## src/rtl/measure_gen_if.sv

```systemverilog
// rtl/measure_gen_if.sv - XGMII transmit lane bundle for measure_gen
interface measure_gen_if;
    logic [63:0] xgmii_txd;
    logic [7:0]  xgmii_txc;

    modport master (output xgmii_txd, output xgmii_txc);
    modport slave  (input  xgmii_txd, input  xgmii_txc);
endinterface

```

## src/rtl/measure_gen.sv

```systemverilog
// rtl/measure_gen.sv - timestamped UDP/IPv4 test-frame generator on XGMII TX; MEASURE_GEN_FCS_EN adds CRC-32 FCS
module measure_gen #(
    parameter logic [31:0] Int_ipv4_addr = {8'd10, 8'd0, 8'd21, 8'd105},
    parameter logic [47:0] Int_mac_addr  = 48'h003776_000101,
    parameter logic [15:0] UDP_SPORT     = 16'd3422,
    parameter logic [15:0] UDP_DPORT     = 16'd3422,
    parameter logic [31:0] MAGIC_CODE    = 32'hCAFE_F00D
) (
    input  logic          sys_clk,
    input  logic          sys_rst_n,
    input  logic [31:0]   global_counter,
    input  logic          tx_enable,
    input  logic [10:0]   tx_frame_len,
    input  logic [7:0]    tx_ifg_words,
    input  logic [31:0]   tx_burst,
    input  logic [47:0]   tx_dst_mac,
    input  logic [31:0]   tx_dst_ip,
    measure_gen_if.master xgmii,
    output logic [31:0]   tx_frames,
    output logic          tx_busy,
    output logic          tx_done
);
    localparam logic [63:0] IDLE_WORD  = 64'h0707070707070707;
    localparam logic [63:0] START_WORD = 64'hD5555555555555FB;
    localparam logic [63:0] TERM_WORD  = 64'h07070707070707FD;

    typedef enum logic [2:0] {IDLE, START, DATA, TERM, IFG} state_t;
    state_t state, state_next;

    logic [10:0] len_q;
    logic [7:0]  ifg_q;
    logic [47:0] dst_mac_q;
    logic [31:0] dst_ip_q;
    logic [31:0] ts_q;
    logic [15:0] ip_csum_q;
    logic [7:0]  cnt_q;
    logic [31:0] frames_q;
    logic        done_q;
    logic        en_d;
    logic        clr_pend;
    logic [31:0] fcs;

    logic [10:0]  len_clamp, len_next;
    logic         en_rise, clr_now, done_eff, burst_hit;
    logic [7:0]   last_word, ifg_last;
    logic [15:0]  ip_len, udp_len, ip_csum;
    logic [19:0]  csum_sum;
    logic [16:0]  csum_f1;
    logic [15:0]  csum_f2;
    logic [447:0] hdr_be;
    logic [63:0]  hdr_w [8];
    logic [63:0]  word_be, data_pl, data_word;
    logic [63:0]  txd;
    logic [7:0]   txc;

    always_comb begin
        len_clamp = (tx_frame_len < 11'd64)   ? 11'd64 :
                    (tx_frame_len > 11'd1518) ? 11'd1518 : tx_frame_len;
        len_next  = len_clamp & 11'h7F8;
    end

    assign en_rise   = tx_enable & ~en_d;
    // A rising edge seen mid-frame is deferred until the FSM is back in IDLE.
    assign clr_now   = (state == IDLE) && (en_rise || clr_pend);
    assign done_eff  = done_q & ~clr_now;
    assign burst_hit = (tx_burst != 32'd0) && (frames_q == tx_burst);
    assign last_word = len_q[10:3] - 8'd1;
    assign ifg_last  = (ifg_q == 8'd0) ? 8'd0 : ifg_q - 8'd1;
    assign ip_len    = {5'd0, len_q - 11'd18};
    assign udp_len   = {5'd0, len_q - 11'd38};

    always_comb begin
        csum_sum = {4'h0, 16'h4500} + {4'h0, ip_len} + {4'h0, frames_q[15:0]} +
                   {4'h0, 16'h4000} + {4'h0, 16'h4011} +
                   {4'h0, Int_ipv4_addr[31:16]} + {4'h0, Int_ipv4_addr[15:0]} +
                   {4'h0, dst_ip_q[31:16]} + {4'h0, dst_ip_q[15:0]};
        csum_f1  = {1'b0, csum_sum[15:0]} + {13'h0, csum_sum[19:16]};
        csum_f2  = csum_f1[15:0] + {15'h0, csum_f1[16]};
        ip_csum  = ~csum_f2;
    end

    // Header bytes 0..55 in wire order, first byte in the MSBs.
    assign hdr_be = {dst_mac_q, Int_mac_addr, 16'h0800, 8'h45, 8'h00, ip_len,
                     frames_q[15:0], 16'h4000, 8'h40, 8'h11, ip_csum_q,
                     Int_ipv4_addr, dst_ip_q, UDP_SPORT, UDP_DPORT, udp_len,
                     16'h0000, MAGIC_CODE, ts_q, frames_q, 16'h0000};

    always_comb begin
        for (int i = 0; i < 7; i++) hdr_w[i] = hdr_be[447 - 64*i -: 64];
        hdr_w[7] = 64'h0;
        word_be  = (cnt_q < 8'd7) ? hdr_w[cnt_q[2:0]] : 64'h0;
        for (int k = 0; k < 8; k++) data_pl[8*k +: 8] = word_be[63 - 8*k -: 8];
        data_word = (cnt_q == last_word) ? {fcs, data_pl[31:0]} : data_pl;
    end

`ifdef MEASURE_GEN_FCS_EN
    logic [31:0] crc_q;

    function automatic logic [31:0] crc_byte(input logic [31:0] c, input logic [7:0] b);
        logic [31:0] r;
        r = c ^ {24'h0, b};
        for (int i = 0; i < 8; i++) r = r[0] ? ((r >> 1) ^ 32'hEDB88320) : (r >> 1);
        return r;
    endfunction

    function automatic logic [31:0] crc_word8(input logic [31:0] c, input logic [63:0] d);
        logic [31:0] r;
        r = c;
        for (int k = 0; k < 8; k++) r = crc_byte(r, d[8*k +: 8]);
        return r;
    endfunction

    function automatic logic [31:0] crc_word4(input logic [31:0] c, input logic [31:0] d);
        logic [31:0] r;
        r = c;
        for (int k = 0; k < 4; k++) r = crc_byte(r, d[8*k +: 8]);
        return r;
    endfunction

    // The last word folds its four payload bytes in combinationally, so FCS needs no extra cycle.
    assign fcs = ~crc_word4(crc_q, data_pl[31:0]);

    always_ff @(posedge sys_clk) begin
        if (!sys_rst_n)          crc_q <= 32'hFFFFFFFF;
        else if (state == START) crc_q <= 32'hFFFFFFFF;
        else if (state == DATA)  crc_q <= crc_word8(crc_q, data_pl);
    end
`else
    assign fcs = 32'h0;
`endif

    always_comb begin
        state_next = state;
        txd        = IDLE_WORD;
        txc        = 8'hFF;
        case (state)
            IDLE:  if (tx_enable && !done_eff) state_next = START;
            START: begin
                txd        = START_WORD;
                txc        = 8'h01;
                state_next = DATA;
            end
            DATA: begin
                txd = data_word;
                txc = 8'h00;
                if (cnt_q == last_word) state_next = TERM;
            end
            TERM: begin
                txd        = TERM_WORD;
                state_next = IFG;
            end
            IFG: if (cnt_q == ifg_last) begin
                if (burst_hit)      state_next = IDLE;
                else if (tx_enable) state_next = START;
                else                state_next = IDLE;
            end
            default: state_next = IDLE;
        endcase
    end

    always_ff @(posedge sys_clk) begin
        if (!sys_rst_n) begin
            state     <= IDLE;
            len_q     <= 11'd64;
            ifg_q     <= 8'd0;
            dst_mac_q <= 48'h0;
            dst_ip_q  <= 32'h0;
            ts_q      <= 32'h0;
            ip_csum_q <= 16'h0;
            cnt_q     <= 8'd0;
            frames_q  <= 32'd0;
            done_q    <= 1'b0;
            en_d      <= 1'b0;
            clr_pend  <= 1'b0;
        end else begin
            state <= state_next;
            en_d  <= tx_enable;
            if (state_next == START) begin
                len_q     <= len_next;
                ifg_q     <= tx_ifg_words;
                dst_mac_q <= tx_dst_mac;
                dst_ip_q  <= tx_dst_ip;
            end
            if (state == START) begin
                ts_q      <= global_counter;
                ip_csum_q <= ip_csum;
            end
            if ((state == DATA || state == IFG) && state_next == state) cnt_q <= cnt_q + 8'd1;
            else                                                        cnt_q <= 8'd0;
            if (clr_now)            frames_q <= 32'd0;
            else if (state == TERM) frames_q <= frames_q + 32'd1;
            if (clr_now || !tx_enable)                              done_q <= 1'b0;
            else if (state == IFG && state_next != IFG && burst_hit) done_q <= 1'b1;
            if (clr_now)                         clr_pend <= 1'b0;
            else if (en_rise && state != IDLE)   clr_pend <= 1'b1;
        end
    end

    assign xgmii.xgmii_txd = txd;
    assign xgmii.xgmii_txc = txc;
    assign tx_frames       = frames_q;
    assign tx_busy         = (state != IDLE);
    assign tx_done         = done_q;
endmodule

```

## src/flat_wrapper.sv

```systemverilog
// flat-port wrapper written by rule: the top's interface ports become plain ports
module measure_gen_flat 
#(
    parameter logic [31:0] Int_ipv4_addr = {8'd10, 8'd0, 8'd21, 8'd105},
    parameter logic [47:0] Int_mac_addr  = 48'h003776_000101,
    parameter logic [15:0] UDP_SPORT     = 16'd3422,
    parameter logic [15:0] UDP_DPORT     = 16'd3422,
    parameter logic [31:0] MAGIC_CODE    = 32'hCAFE_F00D
)
  (sys_clk, sys_rst_n, global_counter, tx_enable, tx_frame_len, tx_ifg_words, tx_burst, tx_dst_mac, tx_dst_ip, tx_frames, tx_busy, tx_done, xgmii_xgmii_txd, xgmii_xgmii_txc);
  measure_gen_if xgmii_i ();
  input  logic sys_clk;
  input  logic sys_rst_n;
  input  logic [31:0] global_counter;
  input  logic tx_enable;
  input  logic [10:0] tx_frame_len;
  input  logic [7:0] tx_ifg_words;
  input  logic [31:0] tx_burst;
  input  logic [47:0] tx_dst_mac;
  input  logic [31:0] tx_dst_ip;
  output logic [31:0] tx_frames;
  output logic tx_busy;
  output logic tx_done;
  output wire logic [$bits(xgmii_i.xgmii_txd)-1:0] xgmii_xgmii_txd;
  output wire logic [$bits(xgmii_i.xgmii_txc)-1:0] xgmii_xgmii_txc;
  assign xgmii_xgmii_txd = xgmii_i.xgmii_txd;
  assign xgmii_xgmii_txc = xgmii_i.xgmii_txc;
  measure_gen #(.Int_ipv4_addr(Int_ipv4_addr), .Int_mac_addr(Int_mac_addr), .UDP_SPORT(UDP_SPORT), .UDP_DPORT(UDP_DPORT), .MAGIC_CODE(MAGIC_CODE)) u_core (.sys_clk(sys_clk), .sys_rst_n(sys_rst_n), .global_counter(global_counter), .tx_enable(tx_enable), .tx_frame_len(tx_frame_len), .tx_ifg_words(tx_ifg_words), .tx_burst(tx_burst), .tx_dst_mac(tx_dst_mac), .tx_dst_ip(tx_dst_ip), .xgmii(xgmii_i), .tx_frames(tx_frames), .tx_busy(tx_busy), .tx_done(tx_done));
endmodule
```

## config.mk

```make
export PLATFORM = sky130hd
export DESIGN_NAME = measure_gen_flat
export DESIGN_NICKNAME = d
export VERILOG_FILES = /design/src/rtl/measure_gen_if.sv /design/src/rtl/measure_gen.sv /design/src/flat_wrapper.sv
export SDC_FILE = /design/constraint.sdc
export NUM_CORES = 1
export LEC_CHECK = 0
export CAP_MARGIN = 0
export CORE_MARGIN = 2
export CORE_UTILIZATION = 30
export CTS_CLUSTER_DIAMETER = 80
export CTS_CLUSTER_SIZE = 25
export DETAILED_ROUTE_END_ITERATION = 7
export RECOVER_POWER = 25
export SYNTH_ARGS = -nofsm -noshare
export SYNTH_HDL_FRONTEND = slang
export SYNTH_SLANG_ARGS = --single-unit
```

## constraint.sdc

```tcl
create_clock -name sys_clk -period 19.25 [get_ports sys_clk]
set_input_delay 4.8125 -clock sys_clk [delete_from_list [all_inputs] [get_ports sys_clk]]
set_output_delay 4.8125 -clock sys_clk [all_outputs]
set_load 0.02 [all_outputs]
```

==> impl_results.md, run 1 <==
- Area share of the largest cell type after synthesis: roughly 29%
- Slew headroom: -90.8%
- RSZ-0062 raised after global routing: no
- Setup tns final: 0 ns
- Number of nets in the layout: approximately 2100
- Area of the mapped netlist: around 13000 sq um
- Failing checks: max-capacitance violations, max-slew violations
- Clock latency on the worst-skew pair: between 0.4 and 0.5 ns
- # diodes: 0
- Worst ir drop on vdd: roughly 55 uV
- IO Port Bufs: 271
- Max cap viols: 2
- Synth area leaders: dfxtp_1, mux2i_1, nor2_1
- Area leader, netlist: dfxtp_1
- GR Util All Layers: about a quarter
- Crit path capture type: register
- Synth warnings: 0
- Async set or reset register ratio after synthesis: 0%
- Max Slew Vio Count: 105
- GPL Wtd Cong: approximately 0.95
- Crit path kind: input pin to register
- Area occupied by multi-input gates: just over 8000 sq um
- Fin crit share: between 40% and 50%
- Skew final: 0.0159 ns
- Clk root buf: clkbuf_16
- Hold crit path type: register to register
- DRT Pass-1 Iters: 6
- Post-cts gate resize count: 0
- Overflow after GRT: 0
- Htree depth: 4
- Synth Flop Type: dfxtp_1
- Final setup viols: 0
- CP Data Required Time: between 15 and 20 ns
- Fill cells: approximately 4400
- Number of synthesized flops with an enable pin: 0
- Initial antenna violation count: 2
- Crit Path Max Fanout: 71
- Core Rows: 76
- Die extent in x: ~210 um
- Total core area: ~43000 sq um
- Power Density: 90.9 nW/um^2
- Largest net degree at the start of global routing: 73
- Drt initial violations: ~1200
- Count of hold-fix buffers inserted at cts: 0
- Die area: 45400 sq um
- Crit start category: input pin
- Number of vias in the routed layout: approximately 13000
- Clk buf depth: 2
- Worst-path clk slew: ~0.070 ns
- Vias in the first global route: between 10000 and 15000
- Dpl hpwl: ~41000 um
- R2R setup slack: approximately 9.9 ns
- TritonCTS clock tree: yes
- Most frequent cells after synthesis: nor2_1, dfxtp_1, nand2_1, a21oi_1, mux2i_1
- Drt total wl: roughly 54000 um
- Seq/Total Area, Yosys: 29.0%
- Post-layout min period: ~9.5 ns
- Die height: ~210 um
- Critical path arrival: slightly below 10 ns
- DRC errors left: 0
- P_leak: roughly 0.0063 uW
- Clk sink count: between 150 and 200
- DR vias/cell: 5.30
- Setup Fix Bufs, Post-CTS: 0
- Initial core utilization: between 30% and 40%
- Global-route wire length before repair: 78200 um
- Mean Syn Cell Area: a little under 8 sq um
- Layout cells sized above 1: approximately 4.1%
- Yosys reg bits: between 150 and 200
- Mapped Cells: around 1700
- Least-Margin Pin Slew: 2.85 ns
- Final Hold Viols: 0
- Top-count cell post-synth: nor2_1
- Hold slack: roughly 0.46 ns
- Final antenna-violating net count: 0
- Achievable Freq: around 110 MHz
- Register area: roughly 3800 sq um
- IO Count: around 270
- Syn_nets: around 1900
- Status: finished with violations
- CTS Buf Count: 17
- Post-synth cell types: 85
- WL/cell: 22.2 um
- Synth-to-Final Area Change: 26.0%
==> final cells by class <==
type	count	share of cell area, %
well taps	585	4.43
flip-flops and latches	190	23.0
clock buffers	19	2.68
multi-input cells	1227	50.0
inverters	94	2.14
clock inverters	13	0.765
repair buffers	284	17.0
==> power by group <==
part / internal [uW] / leakage, uW / total, uW / switching [uW]
Sequential: 417 / 0.00155 / 446 / 29.1
Clock: 175 / 0.000282 / 354 / 179
Combinational: 286 / 0.00451 / 703 / 417
==> logic make-up after synthesis <==
| family | share of synthesized area (%) |
|---|---|
| simple gates | 19.2 |
| compound gates | 17.4 |
| buf+inv | 8.15 |
| flops | 29.0 |
| xor+xnor | 8.69 |
| mux | 9.06 |
| fa+ha+maj | 8.55 |
==> per-layer routing <==
layer	GRT usage [%]	vias up	part of all wire (%)
met5	0	-	0.024
li1	-	5990	-
met3	4.81	93	8.0
met2	37.8	582	46
met4	9.93	2	4.0
met1	30.1	6106	42
==> placed cells by master, fill, tap and decap left out, types with 5 or more instances in the layout <==
cell               n
mux2_2             6
o22a_1             8
or3_1              7
o21ai_0           77
nor4_1            26
nor2_1           241
a22oi_1           26
a211oi_1          17
ha_1              48
nand2b_1           8
fa_1              26
nor3_1            35
a21oi_1          115
or2_2              6
buf_4             12
nand2_1          137
nor2b_1           12
a31oi_1           10
dlygate4sd3_1     24
o211ai_1           7
nand4_1           13
nand3_1           26
xnor2_1           53
and3_1             7
o211a_1            6
mux2i_1          112
o31ai_1            7
clkbuf_16         17
clkdlybuf4s50_1  247
xor2_1            72
inv_1             92
dfxtp_1          187
o22ai_1            8
a21o_1             9
o21a_1             8
and2_1             5
==> sequential cells by signal, summed over array words and instances, names as in the netlist <==
name and flops:
u_core.dst_mac_q 48, u_core.dst_ip_q 32, u_core.ts_q 32, u_core.tx_frames 32
u_core.ip_csum_q 16, u_core.cnt_q 8, u_core.ifg_q 8, u_core.len_q 8
u_core.state 3, u_core.clr_pend 1, u_core.en_d 1, u_core.tx_done 1
==> worst max-delay path, cell delays in order <==
cell,delay (ns)
dlygate4sd3_1,0.96
clkinvlp_2,2.37
a21oi_1,1.14
nor3b_1,0.25
nand2_1,0.12
o31a_1,0.17
==> metrics by stage <==
| step | setup slack, ns | area (sq um) | utilization, % | total power, uW | std cells |
|---|---|---|---|---|---|
| 2_1_floorplan | 10.94 | 13100 | - | 927 | 1653 |
| 6_report | 9.74 | 16500 | 38.4 | 1500 | 2412 |
| 5_1_grt | 9.05 | 16500 | 38.4 | 1590 | 2412 |
| 3_5_place_dp | 9.95 | 16000 | 37.1 | 1140 | 2380 |
| 4_1_cts | 9.84 | 16500 | 38.4 | 1500 | 2412 |
| 3_3_place_gp | 10.12 | 16000 | 37.1 | 1150 | 2380 |
==> worst paths after layout <==
kind,start,to,cells after the start
max,sys_rst_n,u_core.len_q[6],6
min,u_core.ts_q[1],u_core.ts_q[1],2
max reg2reg,u_core.len_q[5],u_core.ip_csum_q[15],37
min reg2reg,u_core.ts_q[1],u_core.ts_q[1],2
No activity file was read; power rests on OpenSTA's default activity.
==> run 2, diff against run 1 <==
==> constraint.sdc (replaced) <==
create_clock -name sys_clk -period 7.7 [get_ports sys_clk]
set_input_delay 1.925 -clock sys_clk [delete_from_list [all_inputs] [get_ports sys_clk]]
set_output_delay 1.925 -clock sys_clk [all_outputs]
set_load 0.02 [all_outputs]
==> run 2 against run 1 <==
The run still ends with max-capacitance violations, max-slew violations left; clock skew fell by 0.00084 ns; core utilization up 1.8 points; cell area increased by 4.8%; sequential share of layout area shrank 1.0 points; setup slack worse by 9.6 ns; sequential cell count did not move; critical path type is now register to register; clock power rose to 2.5 times the previous value; critical endpoint is now u_core.ip_csum_q[15]; combinational power grew to 3.0 times the previous value.
==> impl_results.md, run 2 (synthesis gave the netlist of run 1 again) <==
- Synth-to-Final Area Change: 32.0%
- Flop pwr share: between 20 and 30%
- Largest net degree at the start of global routing: between 70 and 80
- Power Density: 235 nW/um^2
- CP Capture Point: u_core.ip_csum_q[15]
- GR Util All Layers: approximately 24%
- Layout cells sized above 1: under 10%
- Die height: around 210 um
- Placed cell area: roughly 17000 sq um
- Initial antenna violation count: 1
- DRC errors left: 0
- Final instance area: 17300 sq um
- Placed insts: roughly 2400
- Worst ir drop on vdd: around 140 uV
- Worst-path clk slew: 0.08 ns
- Max Slew Vio Count: approximately 100
- Final setup viols: 0
- Global-route wire length before repair: just over 80000 um
- Reg-to-reg critical path endpoint: u_core.ip_csum_q[15]
- Combinational share of power: between 50% and 60%
- CP startpoint: u_core.len_q[7]
- Most frequent cells in the layout: nor2_1, clkdlybuf4s50_1, dfxtp_1, nand2_1, mux2i_1
- Drt total wl: about 56000 um
- Dpl hpwl: between 40000 and 50000 um
- Clock latency on the worst-skew pair: roughly 0.47 ns
- Number of nets in the layout: around 2100
- Worst Reg-to-Reg Cells: 37
- Hold Path Depth: 2
- CP delay by family, top: adder cells
- Register bank with the most flops: u_core.dst_mac_q
- Die area: approximately 45000 sq um
- Cell mode on critical path: inv_2
- Hold crit path type: register to register
- Failing checks: max-capacitance violations, max-slew violations
- Overflow after GRT: 0
- Initial core utilization: roughly 30%
- Least-Margin Pin Slew: around 2.6 ns
- GPL Wtd Cong: 0.927
- Crit Path Max Fanout: 3
- Slew headroom: -72.9%
- CP Data Required Time: around 8.1 ns
- Cell count along the critical path: 37
- R2R setup slack: approximately 0.10 ns
- Count of hold-fix buffers inserted at cts: 0
- Core Rows: 76
- Crit start category: register
- Vias in the first global route: ~13000
- Number of flip-flops in the largest register: 48
- Final Hold Viols: 0
- Critical path arrival: ~8 ns
- TritonCTS clock tree: yes
- Fill cells: approximately 4400
- Skew final: approximately 0.015 ns
- Clk buf depth: 2
- Commonest non-fill, non-tap cell in the layout: nor2_1
- Switching pwr: between 1500 and 2000 uW
- DRT Pass-1 Iters: 5
- P_leak: 0.00677 uW
- Max cap viols: 2
- Achievable Freq: roughly 130 MHz
- Die extent in x: 213 um
- Fin cells: approximately 2500
- RSZ-0062 raised after global routing: yes
- Clk sink count: 190
- IO Port Bufs: 271
- Total core area: 43100 sq um
- Hold slack: roughly 0.46 ns
- Buffer and inverter count on the worst path: 6
- Final Total Pwr: between 4000 and 5000 uW
- Number of vias in the routed layout: 13000
- Clock share of power: a little over a fifth
- Switching Fraction: 42.4%
- Post-layout min period: 7.60 ns
- Drt initial violations: 968
- # diodes: 0
- Crit-path slowest cell: or4_4
- Clk root buf: clkbuf_16
- IO Count: ~270
- Source of the worst register-to-register timing path: u_core.len_q[7]
- Htree depth: 4
- Crit path kind: register to register
- WL/cell: 22.4 um
- Fin crit share: 98.6%
- CP max stage delay: 0.52 ns
- Status: finished with violations
- DR vias/cell: around 5.2
- CTS Buf Count: 17
- Crit path capture type: register
- P_int: about 2300 uW
- Final antenna-violating net count: 0
-- run 2: cell count changes in the layout (fill, tap and decap cells not counted), sizes merged --
cell,delta
buf,+69
clkdlybuf4s50,-8
dlygate4sd3,+8
clkinv,-3
inv,+3
clkbuf,-1
clkinvlp,+1
-- run 2: worst min-delay path, cell delays in order (launching register included) --
cell and delay [ns]:
dfxtp_1 0.31, nand2_1 0.05, a21oi_1 0.05
-- run 2: layout make-up --
class | instances | area (sq um) | area share, %
clock inverters | 14 | 120 | 0.694
well taps | 585 | 732 | 4.23
multi-input cells | 1227 | 8530 | 49.3
clock buffers | 18 | 439 | 2.54
inverters | 94 | 354 | 2.04
repair buffers | 353 | 3320 | 19.2
flip-flops and latches | 190 | 3810 | 22.0
-- run 2: power by group through the flow --
stage	combinational [uW]	sequential, uW	clock (uW)
after floorplan	1250	1090	0
after global placement	1960	1120	0
after detailed placement	1950	1130	0
after CTS	1980	1100	909
after global routing	2230	1110	939
final	2080	1100	887
-- run 2: worst min-delay path by stage --
stage / from / end
after global placement: u_core.ts_q[0] / u_core.ts_q[0]
after detailed placement: u_core.ts_q[16] / u_core.ts_q[16]
after CTS: u_core.ts_q[16] / u_core.ts_q[16]
after global routing: u_core.ts_q[27] / u_core.ts_q[27]
after floorplan: u_core.ip_csum_q[2] / u_core.ip_csum_q[2]
final: u_core.ts_q[11] / u_core.ts_q[11]
-- run 2: stage by stage --
stage / utilization (%) / setup WS [ns] / TNS, ns
6_report: 40.2 / 0.105 / 0
3_5_place_dp: 38.3 / -0.103 / -0.130
3_3_place_gp: 38.3 / 0.00969 / 0
4_1_cts: 39.8 / 0.0195 / 0
5_1_grt: 40.2 / -0.223 / -0.843
2_1_floorplan: - / 0.000960 / 0
-- run 2: routing by layer --
layer	track usage, %	up-vias	routed length, um
met2	42.0	462	26900
met4	6.63	0	1510
met1	30.6	6307	23700
met5	0	-	0
li1	-	6130	-
met3	3.72	65	3580
-- run 2: what timing repair did --
| action | in CTS | in global routing |
|---|---|---|
| pin swaps | 14 | 40 |
| endpoints found under the setup margin | 3 | 9 |
| buffers inserted | 2 | 4 |
| resized for setup | 15 | 29 |
